===== config.mk =====
export PLATFORM = sky130hd
export DESIGN_NAME = ram_arbiter
export DESIGN_NICKNAME = d
export VERILOG_FILES = /design/src/rtl/ram_ctrl_pkg.sv /design/src/rtl/rr_arbiter2.sv /design/src/rtl/ram_arbiter.sv
export SDC_FILE = /design/constraint.sdc
export NUM_CORES = 1
export LEC_CHECK = 0
export ABC_AREA = 0
export BUFFER_PORTS_ARGS = -buffer_cell sky130_fd_sc_hd__buf_2
export CAP_MARGIN = 40
export CORE_MARGIN = 2
export CORE_UTILIZATION = 48
export CTS_CLUSTER_SIZE = 10
export DETAILED_ROUTE_END_ITERATION = 12
export PLACE_DENSITY = 0.91
export SYNTH_ARGS = -nofsm -noshare
export SYNTH_HDL_FRONTEND = slang
export SYNTH_HIERARCHICAL = 1
export SYNTH_SLANG_ARGS = --single-unit
export TNS_END_PERCENT = 50

===== constraint.sdc =====
create_clock -name clk -period 2.4 [get_ports clk]
set_input_delay 0.12 -clock clk [delete_from_list [all_inputs] [get_ports clk]]
set_output_delay 0.12 -clock clk [all_outputs]
set_load 0.03 [all_outputs]

===== src/rtl/ram_ctrl_pkg.sv =====
// rtl/ram_ctrl_pkg.sv - shared defaults and FSM state type for ram_arbiter
// RAM_CLEAR_EN adds the CLEAR state used by the power-on memory sweep.
package ram_ctrl_pkg;

  localparam int DEF_ADDR_W    = 10;
  localparam int DEF_WORD_W    = 8;
  localparam int DEF_MEM_DEPTH = 1024;

  typedef enum logic [1:0] {
    ST_IDLE   = 2'd0,
    ST_ACCESS = 2'd1,
    ST_RESP   = 2'd2
`ifdef RAM_CLEAR_EN
    , ST_CLEAR  = 2'd3
`endif
  } state_t;

endpackage


===== src/rtl/rr_arbiter2.sv =====
// rtl/rr_arbiter2.sv - two-way round-robin arbiter
// grant[0] = A, grant[1] = B; ptr 0 favours A on a tie.
module rr_arbiter2 (
  input  logic       clk,
  input  logic       rst_n,
  input  logic       req_a,
  input  logic       req_b,
  input  logic       advance,
  output logic [1:0] grant,
  output logic       ptr
);

  always_comb begin
    grant = 2'b00;
    if (req_a && (!req_b || !ptr)) begin
      grant = 2'b01;
    end else if (req_b) begin
      grant = 2'b10;
    end
  end

  // After a grant the pointer favours the side that just lost.
  always_ff @(posedge clk) begin
    if (!rst_n) begin
      ptr <= 1'b0;
    end else if (advance && (grant != 2'b00)) begin
      ptr <= grant[0];
    end
  end

endmodule


===== src/rtl/ram_arbiter.sv =====
// rtl/ram_arbiter.sv - two-requester single-port RAM arbiter, 3-cycle transactions
// RAM_CLEAR_EN enables a zero-fill sweep of the whole RAM after reset.
module ram_arbiter
  import ram_ctrl_pkg::*;
#(
  parameter int ADDR_W    = DEF_ADDR_W,
  parameter int WORD_W    = DEF_WORD_W,
  parameter int MEM_DEPTH = DEF_MEM_DEPTH
) (
  input  logic              clk,
  input  logic              rst_n,
  input  logic              a_req,
  input  logic              a_we,
  input  logic [ADDR_W-1:0] a_addr,
  input  logic [WORD_W-1:0] a_wdata,
  output logic              a_ack,
  output logic [WORD_W-1:0] a_rdata,
  input  logic              b_req,
  input  logic              b_we,
  input  logic [ADDR_W-1:0] b_addr,
  input  logic [WORD_W-1:0] b_wdata,
  output logic              b_ack,
  output logic [WORD_W-1:0] b_rdata,
  output logic [ADDR_W-1:0] mem_addr,
  output logic [WORD_W-1:0] mem_wdata,
  input  logic [WORD_W-1:0] mem_rdata,
  output logic              mem_wr,
  output logic              mem_cs,
  output logic              busy
);

  state_t state, state_nxt;

  logic [1:0]        grant;
  logic              rr_ptr;
  logic              advance;
  logic              lat_sel;
  logic              lat_we;
  logic [ADDR_W-1:0] lat_addr;
  logic [WORD_W-1:0] lat_wdata;

  assign advance = (state == ST_IDLE) && (grant != 2'b00);

  rr_arbiter2 u_rr (
    .clk     (clk),
    .rst_n   (rst_n),
    .req_a   (a_req),
    .req_b   (b_req),
    .advance (advance),
    .grant   (grant),
    .ptr     (rr_ptr)
  );

`ifdef RAM_CLEAR_EN
  logic [ADDR_W-1:0] clr_cnt;

  always_ff @(posedge clk) begin
    if (!rst_n) begin
      clr_cnt <= '0;
    end else if (state == ST_CLEAR) begin
      clr_cnt <= clr_cnt + 1'b1;
    end
  end
`endif

  always_ff @(posedge clk) begin
    if (!rst_n) begin
`ifdef RAM_CLEAR_EN
      state <= ST_CLEAR;
`else
      state <= ST_IDLE;
`endif
    end else begin
      state <= state_nxt;
    end
  end

  always_comb begin
    state_nxt = state;
    case (state)
      ST_IDLE:   if (advance) state_nxt = ST_ACCESS;
      ST_ACCESS: state_nxt = ST_RESP;
      ST_RESP:   state_nxt = ST_IDLE;
`ifdef RAM_CLEAR_EN
      ST_CLEAR:  if (clr_cnt == ADDR_W'(MEM_DEPTH - 1)) state_nxt = ST_IDLE;
`endif
      default:   state_nxt = ST_IDLE;
    endcase
  end

  // On a tie the pointer names the winner; otherwise the lone requester wins.
  always_ff @(posedge clk) begin
    if (!rst_n) begin
      lat_sel   <= 1'b0;
      lat_we    <= 1'b0;
      lat_addr  <= '0;
      lat_wdata <= '0;
    end else if (advance) begin
      lat_sel   <= (a_req && b_req) ? rr_ptr : grant[1];
      lat_we    <= grant[1] ? b_we    : a_we;
      lat_addr  <= grant[1] ? b_addr  : a_addr;
      lat_wdata <= grant[1] ? b_wdata : a_wdata;
    end
  end

  always_ff @(posedge clk) begin
    if (!rst_n) begin
      a_rdata <= '0;
      b_rdata <= '0;
    end else if ((state == ST_ACCESS) && !lat_we) begin
      if (lat_sel) begin
        b_rdata <= mem_rdata;
      end else begin
        a_rdata <= mem_rdata;
      end
    end
  end

  always_comb begin
    mem_cs    = (state == ST_ACCESS);
    mem_wr    = (state == ST_ACCESS) && lat_we;
    mem_addr  = lat_addr;
    mem_wdata = lat_wdata;
    a_ack     = (state == ST_RESP) && !lat_sel;
    b_ack     = (state == ST_RESP) && lat_sel;
    busy      = 1'b0;
`ifdef RAM_CLEAR_EN
    if (state == ST_CLEAR) begin
      mem_cs    = 1'b1;
      mem_wr    = 1'b1;
      mem_addr  = clr_cnt;
      mem_wdata = '0;
      busy      = 1'b1;
    end
`endif
  end

endmodule


==> metrics.yaml <==
p_leak_nw: 1.016
clock_sinks: 39
grt_max_degree: 30
cts_hold_buffers: 0
ir_worst_vdd_v: 0.0004037
grt_overflow: 0
drt_iter0_drc: 77
hold_viol_final: 0
syn2layout_area_growth_pct: 28.23
async_reset_ff_share_pct: 0
highest_layer: "met4"
worstSkewPairLatency_ns: 0.34
min_from: "mem_rdata[5]"
via_per_inst: 5.266
synth_edf_count: 0
die_h_um: 63.39
worstMarginPinSlew_ns: 0.6989
synth_flop_cell: "dfxtp_1"
dp.cells: 297
synth-seq-cells: 39
num_rows: 21
path_clk_slew_ns: 0.11
cp.arrival_ns: 1.84
num_antenna_cells: 0
yosysMostFrequentCell: "dfxtp_1"
die_w_um: 63.39
status: "finished, final reports clean"
wl_met3_um: 258
gp_congestion: 0.7530
setup.worst_path.start: "u_rr/ptr"
wl_met2_um: 1863
cts_made_buffers: 5
timing_worst_setup_path_type: "flop to flop"
cts_root_buf: "clkbuf_4"
vias: 1606
postSynthNetCount: 228
cts_tree: "done"
critPathMaxFanout: 12
cts_setup_buffers: 0
cts.repair.resized: 0
num_io_pins: 89
yosys_warnings: 6
initial_core_util_pct: 50.33
fin_crit_ns: 1.643
firstDrtPassIters: 4
grtUsageTotal_pct: 20.56
antenna_found_initial: 0
power.density_mw_per_mm2: 683.7
crit_path_start_kind: "flop"
maxCapViolations: 0
slew_headroom_pct: 53.41
yosysUniqueCellTypes: 30
antenna_left: 0
setup-violations-final: 0
grt_pass1_wl_um: 6630
worstHoldPathType: "input pin to flop"
die-area_mm2: 0.004018
hpwlAfterDp_um: 2822
yosysTopAreaCellShare_pct: 46.12
syn_inst: 178
synth_top_area_cell: "dfxtp_1"
r2r_start: "u_rr/ptr"
wl_per_cell_um: 12.54
core_mm2: 0.003363
synthTopCellsByArea: "dfxtp_1 46%, mux2i_1 11%, a211oi_1 8.4%, a21oi_1 5.9%, nand3_1 4.4%"
clk_path_buf_depth: 2
portBuffers: 87
grt_pass1_vias: 1521
h-tree-depth: 2
fin_setup_tns_ns: 0
rsz0062_at_grt: "false"
critPathCaptureType: "flop"
drc: 0
post-route-period-util_pct: 68.47
syn_area_per_cell_um2: 9.511
drt-met1-wl_um: 1653
drive_above_1_share_pct: 42.08
finClkSkew_ns: 0.003796
synth-seq-area-share_pct: 46.12
timing.fmax_mhz: 608.5
cp_data_required_time_ns: 2.60
slew_viol_final: 0
final_nets: 308
totalWireLength_um: 3825
hold_ws_ns: 0.03085
final_cells: 305
yosys-top-cells-count: "39 x dfxtp_1, 20 x a21oi_1, 19 x a211oi_1, 19 x mux2i_1, 15 x nand3_1"
netlist_area_mm2: 0.001693
## cell families (layout without fill, tap and decap cells)
family	after synthesis	in the layout	share of synthesized area [%]
compound gates	59	59	22.76
buf+inv	20	101	6.282
flops	39	39	46.12
mux	19	19	11.23
simple gates	40	40	13.38
other cells	1	1	0.2215
## registers in the layout, summed over array words and instances, names as in the netlist
register	cells
mem_addr	10
a_rdata	8
b_rdata	8
mem_wdata	8
state	2
lat_sel	1
lat_we	1
u_rr/ptr	1
## area by class of cell
type	count	area, um2
multi-input cells	119	809.5
repair buffers	91	465.4
clock inverters	1	5.005
flip-flops and latches	39	780.7
clock buffers	7	45.04
well taps	46	57.56
inverters	2	7.507
fillers	310	1192
## per-stage QoR
step / area, um2 / util [%] / power (mW) / setup slack (ns)
floorplan: 1693 / - / 1.062 / 0.9014
global placement: 2121 / 63.06 / 1.176 / 0.8233
detailed placement: 2121 / 63.06 / 1.186 / 0.7816
CTS: 2171 / 64.55 / 1.494 / 0.7712
global route: 2171 / 64.55 / 1.567 / 0.6415
finish: 2171 / 64.55 / 1.484 / 0.7567
## worst max-delay path, stage by stage, from the launching register on
cell and delay [ns]:
dfxtp_1 0.40, inv_1 0.07, a21boi_2 0.14, or2_1 0.13, and2_1 0.39, buf_4 0.27, a211oi_1 0.10
## worst paths after layout
path	endpoint	slack [ns]	cells past startpoint
min	a_rdata[5]	0.03	3
min reg2reg	a_rdata[0]	0.48	2
max reg2reg	mem_wdata[2]	0.76	6
max	mem_wdata[2]	0.76	6
## layer usage
layer	track usage, %	up-vias
met4	6.522	0
li1	-	810
met5	0	-
met3	7.679	7
met1	24.25	743
met2	34.47	46
## cells in the final DEF (no fill, tap or decap), types with 2 or more instances in the layout
| master | synthesis | final |
|---|---|---|
| clkbuf_4 | 0 | 5 |
| dfxtp_1 | 39 | 39 |
| nand2_1 | 11 | 11 |
| and2_1 | 3 | 3 |
| buf_4 | 1 | 4 |
| inv_1 | 2 | 2 |
| a211oi_1 | 19 | 19 |
| buf_2 | 3 | 87 |
| a21oi_1 | 20 | 20 |
| clkbuf_1 | 11 | 2 |
| o21ai_2 | 8 | 8 |
| mux2i_1 | 19 | 19 |
| nand3_2 | 2 | 2 |
| o21ai_0 | 8 | 8 |
| nand3_1 | 15 | 15 |
## where the power goes
part           internal [mW]  total [mW]  switching [mW]
logic                  0.152       0.425           0.273
registers              0.709       0.745          0.0355
clock network          0.114       0.315           0.201
total                  0.975        1.48           0.509
No activity file was read; power rests on OpenSTA's default activity.
